### config.mk
export PLATFORM = sky130hd
export DESIGN_NAME = mips_muldiv_unit_flat
export DESIGN_NICKNAME = d
export VERILOG_FILES = /design/src/rtl/mips_muldiv_if.sv /design/src/rtl/mips_muldiv_unit.sv /design/src/flat_wrapper.sv
export SDC_FILE = /design/constraint.sdc
export NUM_CORES = 1
export LEC_CHECK = 0
export ABC_AREA = 1
export CAP_MARGIN = 40
export CORE_MARGIN = 2
export CORE_UTILIZATION = 25
export CTS_CLUSTER_SIZE = 28
export DETAILED_ROUTE_END_ITERATION = 10
export HOLD_SLACK_MARGIN = 0.06
export PLACE_DENSITY = 0.52
export SYNTH_ARGS = -nofsm -noshare
export SYNTH_HDL_FRONTEND = slang
export SYNTH_SLANG_ARGS = --single-unit
### constraint.sdc
create_clock -name clk -period 2.85 [get_ports clk]
set_clock_uncertainty 0.15 [all_clocks]
set_input_delay 0.4275 -clock clk [delete_from_list [all_inputs] [get_ports clk]]
set_output_delay 0.4275 -clock clk [all_outputs]
set_load 0.01 [all_outputs]
### src/rtl/mips_muldiv_if.sv
`default_nettype none
// ---------------------------------------------------------------------------
// mips_muldiv_if : pipeline <-> multiply/divide unit request and result bus
// Rev 1.0
// ---------------------------------------------------------------------------
interface mips_muldiv_if #(
   parameter int WIDTH = 32
);
   logic             start;
   logic [1:0]       op;
   logic [WIDTH-1:0] a_in;
   logic [WIDTH-1:0] b_in;
   logic             cancel;
   logic             hi_we;
   logic             lo_we;
   logic [WIDTH-1:0] wdata;
   logic             busy;
   logic             done;
   logic             div_by_zero;
   logic [WIDTH-1:0] hi;
   logic [WIDTH-1:0] lo;

   modport master (
      output start, op, a_in, b_in, cancel, hi_we, lo_we, wdata,
      input  busy, done, div_by_zero, hi, lo
   );

   modport slave (
      input  start, op, a_in, b_in, cancel, hi_we, lo_we, wdata,
      output busy, done, div_by_zero, hi, lo
   );
endinterface
`default_nettype wire

### src/rtl/mips_muldiv_unit.sv
`default_nettype none
// ---------------------------------------------------------------------------
// mips_muldiv_unit : radix-2 iterative MULT/MULTU/DIV/DIVU engine owning HI/LO
// Rev 1.0
// ---------------------------------------------------------------------------
module mips_muldiv_unit #(
   parameter int WIDTH = 32
) (
   input  logic         clk,
   input  logic         rst,
   mips_muldiv_if.slave bus
);
   localparam int CW = $clog2(WIDTH + 1);

   typedef enum logic [1:0] {
      S_IDLE = 2'd0,
      S_RUN  = 2'd1,
      S_FIX  = 2'd2
   } state_t;

   state_t           state_q, state_d;
   logic             is_div_q, is_div_d;
   logic             neg_q, neg_d;
   logic             rem_neg_q, rem_neg_d;
   logic             dbz_q, dbz_d;
   logic [WIDTH-1:0] a_raw_q, a_raw_d;
   logic [WIDTH-1:0] mcand_q, mcand_d;
   logic [WIDTH-1:0] acc_q, acc_d;
   logic [WIDTH-1:0] work_q, work_d;
   logic [CW-1:0]    count_q, count_d;
   logic [WIDTH-1:0] hi_q, hi_d;
   logic [WIDTH-1:0] lo_q, lo_d;
   logic             done_q, done_d;
   logic             dbz_out_q, dbz_out_d;

   logic             sgn;
   logic [WIDTH-1:0] a_abs, b_abs;
   logic [WIDTH:0]   sum, shifted, diff;
   logic [2*WIDTH-1:0] prod;

   always_comb begin
      state_d   = state_q;
      is_div_d  = is_div_q;
      neg_d     = neg_q;
      rem_neg_d = rem_neg_q;
      dbz_d     = dbz_q;
      a_raw_d   = a_raw_q;
      mcand_d   = mcand_q;
      acc_d     = acc_q;
      work_d    = work_q;
      count_d   = count_q;
      hi_d      = hi_q;
      lo_d      = lo_q;
      done_d    = 1'b0;
      dbz_out_d = 1'b0;

      sgn     = ~bus.op[0];
      a_abs   = (sgn && bus.a_in[WIDTH-1]) ? ('0 - bus.a_in) : bus.a_in;
      b_abs   = (sgn && bus.b_in[WIDTH-1]) ? ('0 - bus.b_in) : bus.b_in;
      // Multiply: add-and-shift; the product drains into work from the top.
      sum     = {1'b0, acc_q} + (work_q[0] ? {1'b0, mcand_q} : '0);
      // Divide: restoring step, quotient bits shift into work from the bottom.
      shifted = {acc_q, work_q[WIDTH-1]};
      diff    = shifted - {1'b0, mcand_q};
      prod    = neg_q ? ('0 - {acc_q, work_q}) : {acc_q, work_q};

      case (state_q)
         S_IDLE: begin
            if (bus.hi_we) hi_d = bus.wdata;
            if (bus.lo_we) lo_d = bus.wdata;
            if (bus.start && !bus.cancel) begin
               is_div_d  = bus.op[1];
               neg_d     = sgn && (bus.a_in[WIDTH-1] ^ bus.b_in[WIDTH-1]);
               rem_neg_d = sgn && bus.a_in[WIDTH-1];
               dbz_d     = bus.op[1] && (bus.b_in == '0);
               a_raw_d   = bus.a_in;
               mcand_d   = bus.op[1] ? b_abs : a_abs;
               work_d    = bus.op[1] ? a_abs : b_abs;
               acc_d     = '0;
               count_d   = '0;
               state_d   = S_RUN;
            end
         end
         S_RUN: begin
            if (bus.cancel) begin
               state_d = S_IDLE;
            end else begin
               if (is_div_q) begin
                  if (!diff[WIDTH]) begin
                     acc_d  = diff[WIDTH-1:0];
                     work_d = {work_q[WIDTH-2:0], 1'b1};
                  end else begin
                     acc_d  = shifted[WIDTH-1:0];
                     work_d = {work_q[WIDTH-2:0], 1'b0};
                  end
               end else begin
                  acc_d  = sum[WIDTH:1];
                  work_d = {sum[0], work_q[WIDTH-1:1]};
               end
               count_d = count_q + 1'b1;
               if (count_q == CW'(WIDTH - 1)) state_d = S_FIX;
            end
         end
         S_FIX: begin
            state_d = S_IDLE;
            if (!bus.cancel) begin
               done_d    = 1'b1;
               dbz_out_d = dbz_q;
               if (!is_div_q) begin
                  hi_d = prod[2*WIDTH-1:WIDTH];
                  lo_d = prod[WIDTH-1:0];
               end else if (dbz_q) begin
                  hi_d = a_raw_q;
                  lo_d = '1;
               end else begin
                  hi_d = rem_neg_q ? ('0 - acc_q) : acc_q;
                  lo_d = neg_q ? ('0 - work_q) : work_q;
               end
            end
         end
         default: state_d = S_IDLE;
      endcase
   end

   always_ff @(posedge clk) begin
      if (rst) begin
         state_q   <= S_IDLE;
         is_div_q  <= 1'b0;
         neg_q     <= 1'b0;
         rem_neg_q <= 1'b0;
         dbz_q     <= 1'b0;
         a_raw_q   <= '0;
         mcand_q   <= '0;
         acc_q     <= '0;
         work_q    <= '0;
         count_q   <= '0;
         hi_q      <= '0;
         lo_q      <= '0;
         done_q    <= 1'b0;
         dbz_out_q <= 1'b0;
      end else begin
         state_q   <= state_d;
         is_div_q  <= is_div_d;
         neg_q     <= neg_d;
         rem_neg_q <= rem_neg_d;
         dbz_q     <= dbz_d;
         a_raw_q   <= a_raw_d;
         mcand_q   <= mcand_d;
         acc_q     <= acc_d;
         work_q    <= work_d;
         count_q   <= count_d;
         hi_q      <= hi_d;
         lo_q      <= lo_d;
         done_q    <= done_d;
         dbz_out_q <= dbz_out_d;
      end
   end

   assign bus.busy        = (state_q != S_IDLE);
   assign bus.done        = done_q;
   assign bus.div_by_zero = dbz_out_q;
   assign bus.hi          = hi_q;
   assign bus.lo          = lo_q;
endmodule
`default_nettype wire

### src/flat_wrapper.sv
// flat-port wrapper written by rule: the top's interface ports become plain ports
module mips_muldiv_unit_flat 
#(
   parameter int WIDTH = 32
)
  (clk, rst, bus_start, bus_op, bus_a_in, bus_b_in, bus_cancel, bus_hi_we, bus_lo_we, bus_wdata, bus_busy, bus_done, bus_div_by_zero, bus_hi, bus_lo);
  mips_muldiv_if #(.WIDTH(WIDTH)) bus_i ();
  input  logic clk;
  input  logic rst;
  input wire logic [$bits(bus_i.start)-1:0] bus_start;
  input wire logic [$bits(bus_i.op)-1:0] bus_op;
  input wire logic [$bits(bus_i.a_in)-1:0] bus_a_in;
  input wire logic [$bits(bus_i.b_in)-1:0] bus_b_in;
  input wire logic [$bits(bus_i.cancel)-1:0] bus_cancel;
  input wire logic [$bits(bus_i.hi_we)-1:0] bus_hi_we;
  input wire logic [$bits(bus_i.lo_we)-1:0] bus_lo_we;
  input wire logic [$bits(bus_i.wdata)-1:0] bus_wdata;
  output wire logic [$bits(bus_i.busy)-1:0] bus_busy;
  output wire logic [$bits(bus_i.done)-1:0] bus_done;
  output wire logic [$bits(bus_i.div_by_zero)-1:0] bus_div_by_zero;
  output wire logic [$bits(bus_i.hi)-1:0] bus_hi;
  output wire logic [$bits(bus_i.lo)-1:0] bus_lo;
  assign bus_i.start = bus_start;
  assign bus_i.op = bus_op;
  assign bus_i.a_in = bus_a_in;
  assign bus_i.b_in = bus_b_in;
  assign bus_i.cancel = bus_cancel;
  assign bus_i.hi_we = bus_hi_we;
  assign bus_i.lo_we = bus_lo_we;
  assign bus_i.wdata = bus_wdata;
  assign bus_busy = bus_i.busy;
  assign bus_done = bus_i.done;
  assign bus_div_by_zero = bus_i.div_by_zero;
  assign bus_hi = bus_i.hi;
  assign bus_lo = bus_i.lo;
  mips_muldiv_unit #(.WIDTH(WIDTH)) u_core (.clk(clk), .rst(rst), .bus(bus_i));
endmodule
==> impl_metrics.tcl, run 1 <==
set metrics [dict create \
    fmax_mhz 359 \
    status "completed" \
    netlist_top_cells_area "dfxtp_1 21%, nand2_1 19%, inv_1 9.6%" \
    cts_buffers 27 \
    h-tree-depth 1 \
    vias 24852 \
    async_flop_share_pct 0 \
    hold_depth 4 \
    slew-limit-headroom_pct 46.3 \
    overflow 0 \
    rows 103 \
    cp_max_fo 14 \
    ctsLongestPathBuffers 3 \
    synth_edf_count 0 \
    synth_top_area_share_pct 20.7 \
    clkTransAtPathRegs_ps 70 \
    maxSlewViolCount 0 \
    required_ps 3210 \
    end_kind "register" \
    grt_pass1_vias 22551 \
    ys_warn_count 0 \
    p_per_area_nw_per_um2 407 \
    layout_setup_ws_ps 66.1 \
    drv_cap 0 \
    antenna_found_initial 3 \
    cts_tree "done" \
    synth_top_area_cell "dfxtp_1" \
    dieArea_um2 81900 \
    syn_area_um2 19900 \
    drtIter0Drc 2566 \
    grt_pass1_wl_um 145000 \
    setup_violations 0 \
    startpoint_type "register" \
    dpl.hpwl_um 81100 \
    area_growth_pct 28.6 \
    min_period_ps 2780 \
    clockRootBuffer "clkbuf_16" \
    postRouteAntennaNets 0 \
    grt_max_degree 67 \
    tightest_slew_ps 797 \
    drc 0 \
    synth_area_per_cell_um2 5.55 \
    fin_nets 4087 \
    drtPass1Iterations 5 \
    place.gp.congestion 0.999 \
    arrival_ps 3140 \
    syn_inst 3588 \
    synth-seq-cells 206 \
    rsz0062_at_grt "true" \
    portBuffers 170 \
    clock-sinks 206 \
    post-route-period-util_pct 97.7 \
    synthTopCellsByCount "1005 x nand2_1, 509 x inv_1, 365 x a21oi_1" \
    via_per_inst 4.99 \
    crit_type "register to register" \
    ios 171 \
    start_util_pct 25.2 \
    synthMostInstantiatedCell "nand2_1" \
    grt_usage_pct 23.3 \
    pre_cts_ws_ps -147 \
    syn_nets 3763 \
    clock_latency_ps 590 \
    hold_path_class "primary input to register" \
    wirelength_um 98900 \
    hold_buffers 0 \
    synth-main-ff-cell "dfxtp_1" \
    vdd_drop_max_v 0.000344 \
    core_area_um2 78900 \
    die_x_um 286 \
    drive_gt1_share_pct 10.7 \
    fp.dieH_um 286 \
    fin_hold_ws_ps 200 \
    reg2regPathDepth 19 \
    yosysSeqAreaShare_pct 20.7 \
    hold_viol 0 \
    leakage_nw 12.5 \
    synth_cell_types 51 \
    wl_per_cell_um 19.8 \
]
[critical path: stages, from the launching register on]
cell	delay, ps
dfxtp_1	310
buf_4	140
ha_1	210
fa_1	360
inv_1	90
nand2_1	70
nand2_1	80
nand3_1	90
nand2_2	110
nand2_2	60
nand2_4	70
nand2_4	60
nand2_4	80
nand2_2	70
nand2_4	90
buf_4	210
nand3_1	140
nand3_1	120
nand2_1	60
a21oi_1	110
[registers in the layout, summed over array words and instances, names as in the netlist, 2 cells and up]
register	flops
u_core.count_q	6
u_core.bus.lo	32
u_core.acc_q	32
u_core.mcand_q	32
u_core.bus.hi	32
u_core.a_raw_q	32
u_core.state_q	2
u_core.work_q	32
[where the power goes]
part | internal [mW] | switching, mW
clock | 2.27 | 1.58
sequential | 3.06 | 0.192
combinational | 1.19 | 2.13
total | 6.52 | 3.90
[final timing paths]
check	start	end	slack, ps
worst max-delay path	u_core.mcand_q[0]	u_core.acc_q[2]	70
worst min-delay path	rst	u_core.mcand_q[31]	200
worst max register to register	u_core.mcand_q[0]	u_core.acc_q[2]	70
worst min register to register	u_core.a_raw_q[20]	u_core.a_raw_q[20]	310
[cells by family after synthesis]
group	after synthesis	share of synthesized area, %
fa+ha+maj	71	4.54
flops	206	20.7
compound gates	823	22.1
buf+inv	673	13.0
xor+xnor	68	2.99
simple gates	1747	36.7
[per-layer routing]
| metal | share of wire [%] | track usage, % |
|---|---|---|
| met3 | 7.4 | 2.69 |
| met1 | 45 | 32.9 |
| met5 | 0 | 0 |
| met2 | 44 | 36.5 |
| met4 | 3.5 | 8.08 |
[final cells by class]
| cell class | instances | area (µm²) |
|---|---|---|
| multi-input combinational | 2710 | 13300 |
| antenna | 1 | 2.50 |
| fill | 8999 | 53300 |
| inverter | 516 | 1940 |
| timing repair buffer | 451 | 3910 |
| clock buffer | 29 | 703 |
| sequential | 206 | 4140 |
| clock inverter | 21 | 274 |
| tap | 1050 | 1310 |
[per-stage QoR]
stage	std cells	util, %	cell area, µm²	power, mW	setup TNS (ps)
global placement	4931	31.1	24500	6.55	-334
global route	4983	32.5	25600	10.9	-595
finish	4984	32.5	25600	10.4	0
detailed placement	4931	31.1	24500	6.54	-267
floorplan	3588	-	19900	5.09	0
CTS	4981	32.3	25500	10.4	0
[cell usage in the layout (no fill, tap or decap), types with 9 or more instances in the layout]
cell,count
a21oi_1,357
a21oi_2,9
a31oi_1,24
buf_4,271
clkbuf_16,27
clkdlybuf4s50_1,169
dfxtp_1,200
ha_1,67
inv_1,505
nand2_1,1002
nand2_2,11
nand3_1,287
nand4_1,36
nor2_1,297
nor2_2,20
nor3_1,51
o211ai_1,33
o21ai_0,325
o21ai_1,16
o21bai_1,11
xnor2_1,9
xor2_1,59
[repair_timing]
action / 4_1_cts / 5_1_grt
gates resized for setup: 0 / 36
buffers inserted: 0 / 1
endpoints found under the setup margin: 0 / 38
(Power assumes the default switching activity.)
==> run 2: changes to the inputs <==
CAP_MARGIN = 20   (was 40)
==> results of run 2 <==
No change in the layout: final DEF, timing and power equal those of run 1.
